[config.mk]
export PLATFORM = sky130hd
export DESIGN_NAME = mem_bus_interconnect
export DESIGN_NICKNAME = d
export VERILOG_FILES = /design/src/rtl/mem_pkg.sv /design/src/rtl/mem_region_decoder.sv /design/src/rtl/mem_bus_interconnect.sv
export SDC_FILE = /design/constraint.sdc
export NUM_CORES = 1
export LEC_CHECK = 0
export BUFFER_PORTS_ARGS = -buffer_cell sky130_fd_sc_hd__buf_2
export CAP_MARGIN = 20
export CORE_MARGIN = 8
export CORE_UTILIZATION = 32
export DETAILED_ROUTE_END_ITERATION = 7
export GPL_ROUTABILITY_DRIVEN = 1
export PLACE_DENSITY = 0.58
export SKIP_LAST_GASP = 1
export SLEW_MARGIN = 20
export SYNTH_ARGS = -nofsm -noshare
export SYNTH_HDL_FRONTEND = slang
export SYNTH_SLANG_ARGS = --single-unit
[constraint.sdc]
create_clock -name clk -period 2.3 [get_ports clk]
set_clock_uncertainty 0.05 [all_clocks]
set_input_delay 0.23 -clock clk [delete_from_list [all_inputs] [get_ports clk]]
set_output_delay 0.23 -clock clk [all_outputs]
set_load 0.005 [all_outputs]
[src/rtl/mem_pkg.sv]
// Shared types and the default address map for the data-bus interconnect.
// Regions are {base, mask}; an address hits when (addr & mask) == base.
package mem_pkg;

    typedef struct packed {
        logic [31:0] base;
        logic [31:0] mask;
    } MEM_REGION_t;

    typedef enum logic [1:0] {
        IDLE,
        ACCESS,
        RESP
    } BUS_STATE_t;

    localparam int DEFAULT_N = 4;

    localparam MEM_REGION_t REGION_GPIO_OUT = '{base: 32'h1001_0024, mask: 32'hFFFF_FFFF};
    localparam MEM_REGION_t REGION_GPIO_IN  = '{base: 32'h1001_0028, mask: 32'hFFFF_FFFF};
    localparam MEM_REGION_t REGION_RAM      = '{base: 32'h1001_0000, mask: 32'hFFFF_0000};
    localparam MEM_REGION_t REGION_ROM      = '{base: 32'h0040_0000, mask: 32'hFFC0_0000};

    // Concatenation is MSB-first, so index 0 (highest priority) is the last element.
    localparam MEM_REGION_t [DEFAULT_N-1:0] DEFAULT_MAP =
        {REGION_ROM, REGION_RAM, REGION_GPIO_IN, REGION_GPIO_OUT};

endpackage

[src/rtl/mem_region_decoder.sv]
// Combinational address decoder: priority region match, alignment check and
// translation of the byte address into a word offset within the hit region.
module mem_region_decoder
    import mem_pkg::*;
#(
    parameter int N_SLAVES = 4,
    parameter int ADDR_W   = 32,
    parameter int IDX_W    = (N_SLAVES > 1) ? $clog2(N_SLAVES) : 1,
    parameter MEM_REGION_t [N_SLAVES-1:0] REGION_MAP = DEFAULT_MAP
) (
    input  logic [ADDR_W-1:0] addr,
    output logic              hit,
    output logic [IDX_W-1:0]  idx,
    output logic              misaligned,
    output logic [ADDR_W-1:0] offset
);

    logic [ADDR_W-1:0] base_sel;

    // NOTE: every output gets a default before the loop; a path that leaves one
    // unassigned would make synthesis infer a latch.
    always_comb begin
        hit = 1'b0;
        idx = '0;
        // Scanning downwards lets the lowest matching index overwrite the others.
        for (int i = N_SLAVES - 1; i >= 0; i--) begin
            if ((addr & REGION_MAP[i].mask[ADDR_W-1:0]) == REGION_MAP[i].base[ADDR_W-1:0]) begin
                hit = 1'b1;
                idx = IDX_W'(i);
            end
        end
        base_sel = REGION_MAP[idx].base[ADDR_W-1:0];
        offset   = (addr - base_sel) >> 2;
    end

    assign misaligned = |addr[1:0];

endmodule

[src/rtl/mem_bus_interconnect.sv]
// Data-bus interconnect: decodes a CPU request, runs a request/ready handshake
// with the selected variable-latency slave and returns a one-cycle response.
module mem_bus_interconnect
    import mem_pkg::*;
#(
    parameter int N_SLAVES = 4,
    parameter int ADDR_W   = 32,
    parameter int DATA_W   = 32,
    parameter int TIMEOUT  = 15,
    parameter MEM_REGION_t [N_SLAVES-1:0] REGION_MAP = DEFAULT_MAP
) (
    input  logic                         clk,
    input  logic                         rst,
    input  logic                         bus_req,
    input  logic [ADDR_W-1:0]            bus_addr,
    input  logic [DATA_W-1:0]            bus_wrdata,
    input  logic                         bus_wren,
    output logic                         bus_ready,
    output logic [DATA_W-1:0]            bus_rddata,
    output logic                         bus_err,
    output logic [N_SLAVES-1:0]          slv_sel,
    output logic [ADDR_W-1:0]            slv_addr,
    output logic [DATA_W-1:0]            slv_wrdata,
    output logic [N_SLAVES-1:0]          slv_wren,
    input  logic [N_SLAVES-1:0]          slv_ready,
    input  logic [N_SLAVES*DATA_W-1:0]   slv_rddata
);

    localparam int IDX_W = (N_SLAVES > 1) ? $clog2(N_SLAVES) : 1;
    localparam int CNT_W = $clog2(TIMEOUT + 1);
    // The counter starts at 0 in the first ACCESS cycle, so this value marks the last allowed one.
    localparam logic [CNT_W-1:0] CNT_LAST = CNT_W'(TIMEOUT - 1);

    BUS_STATE_t        state, state_next;
    logic              dec_hit, dec_misaligned, req_ok;
    logic [IDX_W-1:0]  dec_idx;
    logic [ADDR_W-1:0] dec_offset;

    logic [CNT_W-1:0]  cnt;
    logic [ADDR_W-1:0] addr_q;
    logic [DATA_W-1:0] wrdata_q, rddata_q;
    logic              wren_q, err_q;
    logic [IDX_W-1:0]  idx_q;

    logic              sel_ready, timed_out;
    logic [DATA_W-1:0] sel_rddata;

    mem_region_decoder #(
        .N_SLAVES   (N_SLAVES),
        .ADDR_W     (ADDR_W),
        .IDX_W      (IDX_W),
        .REGION_MAP (REGION_MAP)
    ) u_decoder (
        .addr       (bus_addr),
        .hit        (dec_hit),
        .idx        (dec_idx),
        .misaligned (dec_misaligned),
        .offset     (dec_offset)
    );

    assign req_ok     = dec_hit && !dec_misaligned;
    assign sel_ready  = slv_ready[idx_q];
    assign sel_rddata = slv_rddata[idx_q*DATA_W +: DATA_W];
    assign timed_out  = (cnt == CNT_LAST);

    // NOTE: sequential state uses non-blocking assignments so every register
    // samples the pre-edge values, independent of statement order.
    always_ff @(posedge clk or negedge rst) begin
        if (!rst) state <= IDLE;
        else      state <= state_next;
    end

    // NOTE: the request registers are plain flops, not a memory, so they are all
    // reset; an abandoned access leaves nothing behind to be replayed.
    always_ff @(posedge clk or negedge rst) begin
        if (!rst) begin
            cnt      <= '0;
            addr_q   <= '0;
            wrdata_q <= '0;
            wren_q   <= 1'b0;
            idx_q    <= '0;
            rddata_q <= '0;
            err_q    <= 1'b0;
        end else begin
            case (state)
                IDLE: begin
                    if (bus_req) begin
                        if (req_ok) begin
                            addr_q   <= dec_offset;
                            wrdata_q <= bus_wrdata;
                            wren_q   <= bus_wren;
                            idx_q    <= dec_idx;
                            cnt      <= '0;
                        end
                        err_q    <= !req_ok;
                        rddata_q <= '0;
                    end
                end
                ACCESS: begin
                    // A ready in the final allowed cycle still counts as success.
                    if (sel_ready) begin
                        rddata_q <= wren_q ? '0 : sel_rddata;
                        err_q    <= 1'b0;
                    end else if (timed_out) begin
                        rddata_q <= '0;
                        err_q    <= 1'b1;
                    end else begin
                        cnt <= cnt + 1'b1;
                    end
                end
                default: ;
            endcase
        end
    end

    always_comb begin
        state_next = state;
        bus_ready  = 1'b0;
        bus_err    = 1'b0;
        bus_rddata = '0;
        slv_sel    = '0;
        slv_wren   = '0;
        slv_addr   = '0;
        slv_wrdata = '0;
        case (state)
            IDLE: begin
                if (bus_req) state_next = req_ok ? ACCESS : RESP;
            end
            ACCESS: begin
                slv_sel[idx_q]  = 1'b1;
                slv_wren[idx_q] = wren_q;
                slv_addr        = addr_q;
                slv_wrdata      = wrdata_q;
                if (sel_ready || timed_out) state_next = RESP;
            end
            RESP: begin
                bus_ready  = 1'b1;
                bus_err    = err_q;
                bus_rddata = rddata_q;
                state_next = IDLE;
            end
            default: state_next = IDLE;
        endcase
    end

endmodule

==> flow_metrics.tcl, run 1 <==
set metrics [dict create \
    most_utilized_layer_in_the_global_route_result "met2" \
    first_global_vias 6395 \
    clk_path_buf_depth 2 \
    cap_viol_max_count 0 \
    synth_top_family_by_area "simple AND/OR/NAND/NOR gates" \
    vdd.ir_drop.worst_v 0.000322 \
    layout.cells.most_common "buf_2" \
    grtUsageMet2 0.286 \
    hold_path_class "input pin to flip-flop" \
    nets 1198 \
    core.rowCount 50 \
    synth_area_um2 6160 \
    synth-xor-area-share 0.0284 \
    die-height_um 155 \
    globalplace.congestion 0.879 \
    fraction_of_the_yosys_area_taken_by_sequential_cells 0.422 \
    root_buffer "clkbuf_16" \
    leakage_nw 4.83 \
    synthesis.instances 623 \
    power.density_nw_per_um2 443 \
    dr.first_iter.drc_count 294 \
    post_dp_cell_area_um2 8590 \
    floorplan.initialDensity 0.327 \
    final-max-slew-violation-count 0 \
    synth.area.mux_share 0.132 \
    core_area_um2 18800 \
    layout-drive-gt1-share 0.497 \
    worst-path-max-fanout 3 \
    n_antenna_cell 0 \
    post-route-period-util 1.38 \
    nFillCells 1838 \
    grtUsageMet3 0.0424 \
    grt-ovfl-total 0 \
    htree_num_levels 3 \
    timing.critical_path.buf_inv 3 \
    synth_enable_flop_cells 0 \
    crit_path_start "bus_addr[7]" \
    highest_count_cells_in_the_layout_ignoring_fill_and_taps "buf_2 (300), nand2_1 (130), dfrtp_1 (103)" \
    outcome "complete, but fails checks" \
    cp.depth 16 \
    critical_path.reg2reg.startpoint "idx_q[0]" \
    critical_path_rt_ns 2.48 \
    yosys.area_share.adder 0.0195 \
    slowest_delay_ns 0.54 \
    timing.critical_path.slowest_stage_cell "or4_4" \
    timing.final.crit_period_ns 3.17 \
    hold_viol 0 \
    io_buffers 303 \
    multi_input_area_um2 3580 \
    place.detailed.instances 1230 \
    critical_path.startpoint_type "input pin" \
    dominant_delay_contributor_by_cell_family_on_the_critical_path "simple AND/OR/NAND/NOR gates" \
    num_vias 5925 \
    path_clk_slew_ns 0.07 \
    met1_usage 0.217 \
    grt_usage 0.172 \
    area_growth_syn_to_layout_pct 48.9 \
    timing.reg2reg.setup_slack_ns 0.30 \
    maximum_number_of_pins_on_one_net_before_global_route_repair 62 \
    detail_route.wirelength_um 21000 \
    finalInstanceArea_um2 9180 \
    r2r.worst_path.cells 6 \
    synth-simple-area-share 0.260 \
    average_vias_per_placed_instance 4.72 \
    worst_pin_slew_ns 0.492 \
    worstSetupEndpointType "flip-flop" \
    crit_path_frequent_cell "or3_4" \
    cts_made_buffers 9 \
    place_worst_setup_slack_ns -1.37 \
    ys_async_sr_fraction 1.00 \
    worstPathArrival_ns 3.35 \
    tritoncts "built" \
    final_critical_path_setup_slack_ns -0.874 \
    rsz0062_at_grt "yes" \
    synth_area_in_compound_gates 0.103 \
    failed_checks "setup timing" \
    synth_ff_type "dfrtp_1" \
    finish.cell_count_without_fillers 1254 \
    clkSinkCount 104 \
    postSynthAreaPerCell_um2 9.90 \
    worst_slew_margin_rel 0.669 \
    die-area_um2 24000 \
    firstDrtPassIters 4 \
    fin_total_pwr_mw 4.07 \
    setup_tns_final_ns -18.89 \
    grt_first_pass_wirelength_um 33500 \
    die_width_um 155 \
    antenna_found_initial 2 \
    detailedPlacementHpwl_um 16500 \
    worstSkewPairLatency_ns 0.34 \
    synth_seq_cells 104 \
    wl_per_cell_um 16.7 \
    synth-warning-count 0 \
    detailed_route_drc_error_count 0 \
    min_path_cells 3 \
    max_freq_mhz 315 \
    timing.hold.worst.start "bus_wrdata[26]" \
    crit_chain "buf_6, or4_4, or3_4, nor2_4, nand2_2, o31ai_2, ha_2, inv_2, fa_2, o21a_1, nor4_2, buf_4, or3_4, nand2_1, xnor2_1, mux2_2" \
    ant_nets 0 \
    sequential_cell_area_um2 2600 \
    final-setup-viol-count 29 \
    post_synth_cell_types 53 \
    top_level_ports 306 \
    path_class "input pin to flip-flop" \
]
[stage by stage]
step	hold WS (ns)	utilization
after floorplan	-0.116	-
after global placement	0.166	0.456
after detailed placement	0.165	0.456
after CTS	0.0190	0.484
after global routing	0.0271	0.488
final	0.0355	0.488
[report_power, final]
part           leakage [nW]  total [mW]  switching [mW]  internal, mW
Sequential             1.42        1.85          0.0110          1.84
Clock                 0.157        1.68           0.685         0.990
Combinational          3.24       0.545           0.241         0.303
Total                  4.83        4.07           0.938          3.13
[cell usage after synthesis (all sizes together) (2+ instances only)]
| library cell | number | area [µm²] |
|---|---|---|
| nand2 | 131 | 492 |
| dfrtp | 104 | 2600 |
| and2 | 97 | 607 |
| a22o | 33 | 289 |
| mux4 | 33 | 743 |
| clkbuf | 28 | 105 |
| nor2 | 27 | 106 |
| o21ai | 22 | 110 |
| buf | 13 | 75.1 |
| a21oi | 12 | 63.8 |
| xnor2 | 11 | 96.3 |
| inv | 9 | 33.8 |
| xor2 | 9 | 78.8 |
| ha | 8 | 100 |
| nor4 | 8 | 65.1 |
| or3 | 8 | 55.1 |
| nor2b | 7 | 43.8 |
| a21o | 6 | 45.0 |
| nor3 | 6 | 30.0 |
| or4 | 6 | 52.6 |
| nand3 | 5 | 25.0 |
| or2 | 5 | 31.3 |
| mux2 | 4 | 48.8 |
| nand2b | 4 | 25.0 |
| o21a | 4 | 30.0 |
| o31ai | 3 | 36.3 |
| mux2i | 2 | 20.0 |
| nand3b | 2 | 15.0 |
| nand4 | 2 | 12.5 |
[path summary, 6_finish.rpt]
path	to
max reg2reg	cnt[3]
min reg2reg	wrdata_q[5]
min in group asynchronous	wrdata_q[8]
min	wrdata_q[26]
max in group asynchronous	addr_q[1]
max	addr_q[20]
[logic make-up (layout without fill, tap and decap cells)]
| logic type | after synthesis | count (layout) |
|---|---|---|
| compound gates | 87 | 87 |
| xor+xnor | 20 | 20 |
| fa+ha+maj | 9 | 9 |
| buf+inv | 50 | 420 |
| flops | 104 | 104 |
| mux | 39 | 39 |
| other cells | 1 | 2 |
| simple gates | 313 | 313 |
[layout make-up]
cell class,instances,share of cell area
Clock inverter,4,0.00845
Multi-Input combinational cell,470,0.390
Tap cell,260,0.0354
Inverter,9,0.00368
Clock buffer,12,0.0268
Timing Repair Buffer,395,0.252
Sequential cell,104,0.284
[flip-flops by register name, indices dropped and copies added, names as in the netlist]
| register | count |
|---|---|
| addr_q | 30 |
| cnt | 4 |
| err_q | 1 |
| idx_q | 2 |
| rddata_q | 32 |
| state | 2 |
| wrdata_q | 32 |
| wren_q | 1 |
[metal layers]
layer	routed length, µm	part of all wire	up-vias
li1	-	-	2872
met1	9060	0.43	2840
met2	10300	0.49	185
met3	1240	0.059	24
met4	349	0.017	4
met5	23	0.0011	-
[worst min-delay path: cells and delay by family]
family / cells / cell delay (ns)
buffers and inverters: 1 / 0.08
and+or+nand+nor: 2 / 0.09
[timing repair]
| item | 4_1_cts | 5_1_grt |
|---|---|---|
| setup buffers | 6 | 1 |
| gates resized for setup | 33 | 15 |
| endpoints found under the hold margin | 33 | 0 |
| endpoints found under the setup margin | 29 | 29 |
| hold buffers | 1 | 0 |
| pin swaps | 13 | 17 |
(Power assumes the default switching activity.)
==> run 2: changes to the inputs <==
--- a/config.mk
+++ b/config.mk
@@ -5,13 +5,13 @@
 export SDC_FILE = /design/constraint.sdc
 export NUM_CORES = 1
 export LEC_CHECK = 0
-export BUFFER_PORTS_ARGS = -buffer_cell sky130_fd_sc_hd__buf_2
 export CAP_MARGIN = 20
 export CORE_MARGIN = 8
 export CORE_UTILIZATION = 32
 export DETAILED_ROUTE_END_ITERATION = 7
+export DONT_BUFFER_PORTS = 1
 export GPL_ROUTABILITY_DRIVEN = 1
-export PLACE_DENSITY = 0.58
+export PLACE_DENSITY = 0.45
 export SKIP_LAST_GASP = 1
 export SLEW_MARGIN = 20
 export SYNTH_ARGS = -nofsm -noshare
==> flow_metrics.tcl, run 2 (same netlist as run 1, synthesis figures left out) <==
set metrics [dict create \
    outcome "complete, but fails checks" \
    failed_checks "hold timing, setup timing" \
    fin_total_pwr_mw 3.78 \
    switching_share 0.236 \
    sequential_cell_area_um2 2600 \
    rsz0062_at_grt "yes" \
    worst_pin_slew_ns 0.654 \
    clk_path_buf_depth 2 \
    critical_path.startpoint_type "input pin" \
    final-max-slew-violation-count 0 \
    n_antenna_cell 0 \
    root_buffer "clkbuf_16" \
    grt_usage 0.164 \
    vdd.ir_drop.worst_v 0.000319 \
    num_vias 4916 \
    cap_viol_max_count 0 \
    timing.final.crit_period_ns 3.06 \
    slowest_delay_ns 0.52 \
    power_switching_mw 0.891 \
    worst-path-max-fanout 3 \
    grt_first_pass_wirelength_um 31200 \
    timing.critical_path.slowest_stage_cell "or4_4" \
    wl_per_cell_um 20.9 \
    maximum_number_of_pins_on_one_net_before_global_route_repair 105 \
    hold_buffers 39 \
    post_dp_cell_area_um2 6830 \
    critical_path.reg2reg.startpoint "idx_q[0]" \
    final-setup-viol-count 28 \
    die_width_um 155 \
    postLayoutCoreUtil 0.414 \
    worst_hold_margin_ns -0.481 \
    grt-ovfl-total 0 \
    timing.reg2reg.setup_slack_ns 0.32 \
    io_buffers 0 \
    crit_chain "or4_4, or3_4, nor2_4, nand2_2, o31ai_2, ha_2, inv_2, fa_2, o21a_1, nor4_2, buf_4, or3_4, nand2_1, xnor2_1, mux2_2" \
    top_level_ports 306 \
    multi_input_area_um2 3590 \
    floorplan.initialDensity 0.327 \
    die-height_um 155 \
    power.density_nw_per_um2 485 \
    core_area_um2 18800 \
    post-route-period-util 1.33 \
    largest_registers "rddata_q: 32 flops, wrdata_q: 32 flops, addr_q: 30 flops" \
    average_vias_per_placed_instance 5.11 \
    layout-drive-gt1-share 0.239 \
    hold_viol 104 \
    dr.first_iter.drc_count 258 \
    power.combinational.fraction 0.087 \
    critical_path.reg2reg.endpoint "cnt[3]" \
    detailed_route_drc_error_count 0 \
    firstDrtPassIters 4 \
    antenna_found_initial 2 \
    place.detailed.instances 899 \
    cts_made_buffers 9 \
    nets 906 \
    detailedPlacementHpwl_um 15100 \
    nFillCells 1837 \
    detail_route.wirelength_um 20100 \
    hold_path_class "input pin to async pin" \
    max_freq_mhz 327 \
    crit_path_frequent_cell "or3_4" \
    htree_num_levels 3 \
    leakage_nw 3.48 \
    final_critical_path_setup_slack_ns -0.759 \
    internal-power_mw 2.89 \
    critical_path_rt_ns 2.48 \
    layout.cells.most_common "nand2_1" \
    worstSkewPairLatency_ns 0.35 \
    worstSetupEndpointType "flip-flop" \
    first_global_vias 5339 \
    clkSinkCount 104 \
    r2r.worst_path.cells 6 \
    die-area_um2 24000 \
    ant_nets 0 \
    worstPathArrival_ns 3.24 \
    worst_slew_margin_rel 0.560 \
    finish.cell_count_without_fillers 962 \
    path_clk_slew_ns 0.08 \
    clock_share_of_power 0.425 \
    core.rowCount 50 \
    seq_power_share 0.488 \
    highest_count_cells_in_the_layout_ignoring_fill_and_taps "nand2_1 (130), dfrtp_1 (103), and2_1 (97)" \
    area_growth_syn_to_layout_pct 26.5 \
    place_worst_setup_slack_ns -1.24 \
    tritoncts "built" \
    finalInstanceArea_um2 7800 \
    path_class "input pin to flip-flop" \
    globalplace.congestion 0.874 \
]
run 2: cell count changes in the layout (fill, tap and decap cells not counted), sizes merged:
cell / delta
dlygate4sd3: +38
clkinv: +1
inv: +3
bufinv: -1
buf: -330
clkbuf: -3
run 2: critical path: cells and delay by family:
family | cells | cell delay (ns)
AOI/OAI and AO/OA | 2 | 0.41
xor gates and xnor gates | 1 | 0.12
adders and majority gates | 2 | 0.57
buffers and inverters | 2 | 0.22
muxes | 1 | 0.26
and+or+nand+nor | 7 | 1.44
run 2: layout make-up:
class,instances,share of cell area
multi-input cells,470,0.461
repair buffers,103,0.120
inverters,9,0.00433
clock buffers,9,0.0289
well taps,260,0.0417
flip-flops and latches,104,0.334
clock inverters,7,0.00995
run 2: layer usage:
layer / vias to the layer above / part of all wire / track usage
met3: 18 / 0.075 / 0.0535
met1: 2418 / 0.41 / 0.198
li1: 2289 / - / -
met4: 2 / 0.013 / 0.0429
met2: 189 / 0.51 / 0.277
met5: - / 0.00065 / 0
run 2: power groups by stage:
stage	sequential, mW	clock, mW	combinational, mW
finish	1.85	1.61	0.328
global route	1.85	1.76	0.356
CTS	1.85	1.69	0.322
detailed placement	1.88	0	0.245
global placement	1.88	0	0.242
floorplan	1.88	0	0.168
run 2: per-stage QoR:
stage               hold slack (ns)  setup TNS (ns)
floorplan                    -0.116          -24.92
global placement             -0.112          -26.87
detailed placement           -0.112          -28.85
CTS                          -0.504          -14.06
global route                 -0.506          -18.03
finish                       -0.481          -14.65
run 2: worst max path at each step:
stage | depth (start not counted) | end | startpoint
6_report | 15 | addr_q[20] | bus_addr[9]
5_1_grt | 15 | addr_q[20] | bus_addr[9]
4_1_cts | 14 | addr_q[26] | bus_addr[9]
3_5_place_dp | 16 | addr_q[16] | bus_addr[9]
3_3_place_gp | 15 | addr_q[20] | bus_addr[9]
2_1_floorplan | 15 | addr_q[26] | bus_addr[9]
run 2: repair_timing:
action	in CTS	in global routing
setup buffers	6	3
resized for setup	36	14
setup endpoints to repair	28	28
pin swaps	15	15
endpoints found under the hold margin	143	104
cloned	0	0
==> run 3: changes to the inputs <==
--- a/config.mk
+++ b/config.mk
@@ -8,10 +8,11 @@
 export CAP_MARGIN = 20
 export CORE_MARGIN = 8
 export CORE_UTILIZATION = 32
+export CTS_BUF_LIST = sky130_fd_sc_hd__clkbuf_4 sky130_fd_sc_hd__clkbuf_8
 export DETAILED_ROUTE_END_ITERATION = 7
 export DONT_BUFFER_PORTS = 1
 export GPL_ROUTABILITY_DRIVEN = 1
-export PLACE_DENSITY = 0.45
+export PLACE_DENSITY = 0.46
 export SKIP_LAST_GASP = 1
 export SLEW_MARGIN = 20
 export SYNTH_ARGS = -nofsm -noshare
==> constraint.sdc (replaced) <==
create_clock -name clk -period 2.6 [get_ports clk]
set_clock_uncertainty 0.05 [all_clocks]
set_input_delay 0.26 -clock clk [delete_from_list [all_inputs] [get_ports clk]]
set_output_delay 0.26 -clock clk [all_outputs]
set_load 0.005 [all_outputs]
==> flow_metrics.tcl, run 3 (same netlist as run 1, synthesis figures left out) <==
set metrics [dict create \
    outcome "complete, but fails checks" \
    failed_checks "hold timing, setup timing" \
    top_level_ports 306 \
    switching_share 0.253 \
    timing.reg2reg.setup_slack_ns 0.52 \
    worst_slew_margin_rel 0.583 \
    detailedPlacementHpwl_um 14600 \
    core.rowCount 50 \
    globalplace.congestion 0.839 \
    place_worst_setup_slack_ns -0.999 \
    final_critical_path_setup_slack_ns -0.532 \
    power_switching_mw 0.733 \
    htree_num_levels 3 \
    path_clk_slew_ns 0.10 \
    worstSkewPairLatency_ns 0.38 \
    clkSinkCount 104 \
    critical_path_rt_ns 2.82 \
    critical_path.reg2reg.endpoint "rddata_q[10]" \
    worst_hold_margin_ns -0.485 \
    detailed_route_drc_error_count 0 \
    io_buffers 0 \
    leakage_nw 3.43 \
    cts_made_buffers 9 \
    sequential_cell_area_um2 2600 \
    ant_nets 0 \
    r2r.worst_path.cells 5 \
    cap_viol_max_count 0 \
    n_antenna_cell 0 \
    layout.cells.most_common "nand2_1" \
    crit_path_start "bus_addr[7]" \
    power.density_nw_per_um2 374 \
    critical_path.startpoint_type "input pin" \
    layout-drive-gt1-share 0.235 \
    path_class "input pin to flip-flop" \
    firstDrtPassIters 4 \
    internal-power_mw 2.16 \
    multi_input_area_um2 3620 \
    tritoncts "built" \
    num_vias 4868 \
    worst-path-max-fanout 4 \
    grt_usage 0.157 \
    antenna_found_initial 0 \
    worst_pin_slew_ns 0.625 \
    average_vias_per_placed_instance 5.04 \
    hold_viol 104 \
    detail_route.wirelength_um 19300 \
    root_buffer "clkbuf_8" \
    rsz0062_at_grt "yes" \
    power.combinational.fraction 0.101 \
    worstPathArrival_ns 3.35 \
    timing.final.crit_period_ns 3.13 \
    postLayoutCoreUtil 0.411 \
    first_global_vias 5265 \
    post-route-period-util 1.20 \
    worstSetupEndpointType "flip-flop" \
    die-area_um2 24000 \
    final-max-slew-violation-count 0 \
    grt-ovfl-total 0 \
    highest_count_cells_in_the_layout_ignoring_fill_and_taps "nand2_1 (129), dfrtp_1 (103), and2_1 (96)" \
    floorplan.initialDensity 0.327 \
    clock_share_of_power 0.333 \
    core_area_um2 18800 \
    nets 910 \
    die-height_um 155 \
    critical_path.reg2reg.startpoint "idx_q[0]" \
    dr.first_iter.drc_count 209 \
    max_freq_mhz 319 \
    vdd.ir_drop.worst_v 0.000184 \
    wl_per_cell_um 20.0 \
    nFillCells 1829 \
    seq_power_share 0.566 \
    area_growth_syn_to_layout_pct 25.6 \
    hold_path_class "input pin to async pin" \
    grt_first_pass_wirelength_um 30000 \
    die_width_um 155 \
    maximum_number_of_pins_on_one_net_before_global_route_repair 105 \
    largest_registers "rddata_q: 32 flops, wrdata_q: 32 flops, addr_q: 30 flops" \
    hold_buffers 47 \
    endpoint_of_the_worst_setup_timing_path "addr_q[26]" \
    final-setup-viol-count 27 \
    clk_path_buf_depth 2 \
]
run 3: cell types whose count changed in the layout (fill, tap and decap cells not counted), sizes merged:
| cell | delta |
|---|---|
| buf | -4 |
| bufinv | -1 |
| clkinvlp | +1 |
| dlygate4sd3 | +8 |
run 3: worst max-delay path, cell delays in order:
cell and delay [ns]:
or4_4 0.52, or3_4 0.40, nor2_4 0.10, nand2_2 0.09
o31ai_4 0.19, ha_2 0.23, inv_2 0.04, fa_2 0.34
o21a_4 0.24, or2_4 0.28, nor2_4 0.15, o41ai_2 0.09
xor2_1 0.16, mux2_4 0.27
run 3: power by group through the flow:
| stage | sequential, mW | clock (mW) | combinational (mW) |
|---|---|---|---|
| detailed placement | 1.67 | 0 | 0.202 |
| floorplan | 1.66 | 0 | 0.149 |
| global placement | 1.67 | 0 | 0.201 |
| global route | 1.64 | 1.09 | 0.320 |
| finish | 1.64 | 0.965 | 0.292 |
| CTS | 1.64 | 1.03 | 0.279 |
run 3: layout make-up:
type	count	share of cell area
inverters	9	0.00436
flip-flops and latches	104	0.336
well taps	260	0.0420
clock buffers	9	0.0160
clock inverters	7	0.00711
repair buffers	107	0.126
multi-input cells	470	0.468
run 3: how the worst min path moves through the flow:
stage          startpoint   endpoint  slack [ns]  cells after the start
2_1_floorplan         rst  addr_q[0]       -0.09                      0
3_3_place_gp          rst  addr_q[9]       -0.08                      0
3_5_place_dp          rst  addr_q[9]       -0.08                      0
4_1_cts               rst  addr_q[9]       -0.53                      0
5_1_grt               rst  addr_q[7]       -0.53                      0
6_report              rst  addr_q[9]       -0.49                      0
run 3: metal layers:
| layer | part of all wire | routed length (µm) | vias to the layer above | GRT usage |
|---|---|---|---|---|
| li1 | - | - | 2295 | - |
| met1 | 0.42 | 8100 | 2347 | 0.192 |
| met2 | 0.49 | 9400 | 206 | 0.260 |
| met3 | 0.079 | 1530 | 20 | 0.0490 |
| met4 | 0.015 | 282 | 0 | 0.0490 |
| met5 | 0 | 0 | - | 0 |
run 3: what timing repair did:
| action | 4_1_cts | 5_1_grt |
|---|---|---|
| hold endpoints to repair | 151 | 104 |
| cloned | 0 | 0 |
| resized for setup | 29 | 27 |
| setup buffers | 7 | 9 |
| pin swaps | 15 | 19 |
| endpoints found under the setup margin | 26 | 26 |
run 3: through the flow:
stage               total power [mW]  instance area [µm²]  setup TNS (ns)  hold WS (ns)  instances
detailed placement              1.87                 6740          -21.22       -0.0818        889
finish                          2.89                 7740           -9.10        -0.485        966
global placement                1.87                 6740          -19.29       -0.0826        889
CTS                             2.95                 7570           -5.51        -0.527        959
floorplan                       1.81                 6220          -17.09       -0.0856        624
global route                    3.05                 7740          -11.55        -0.529        966
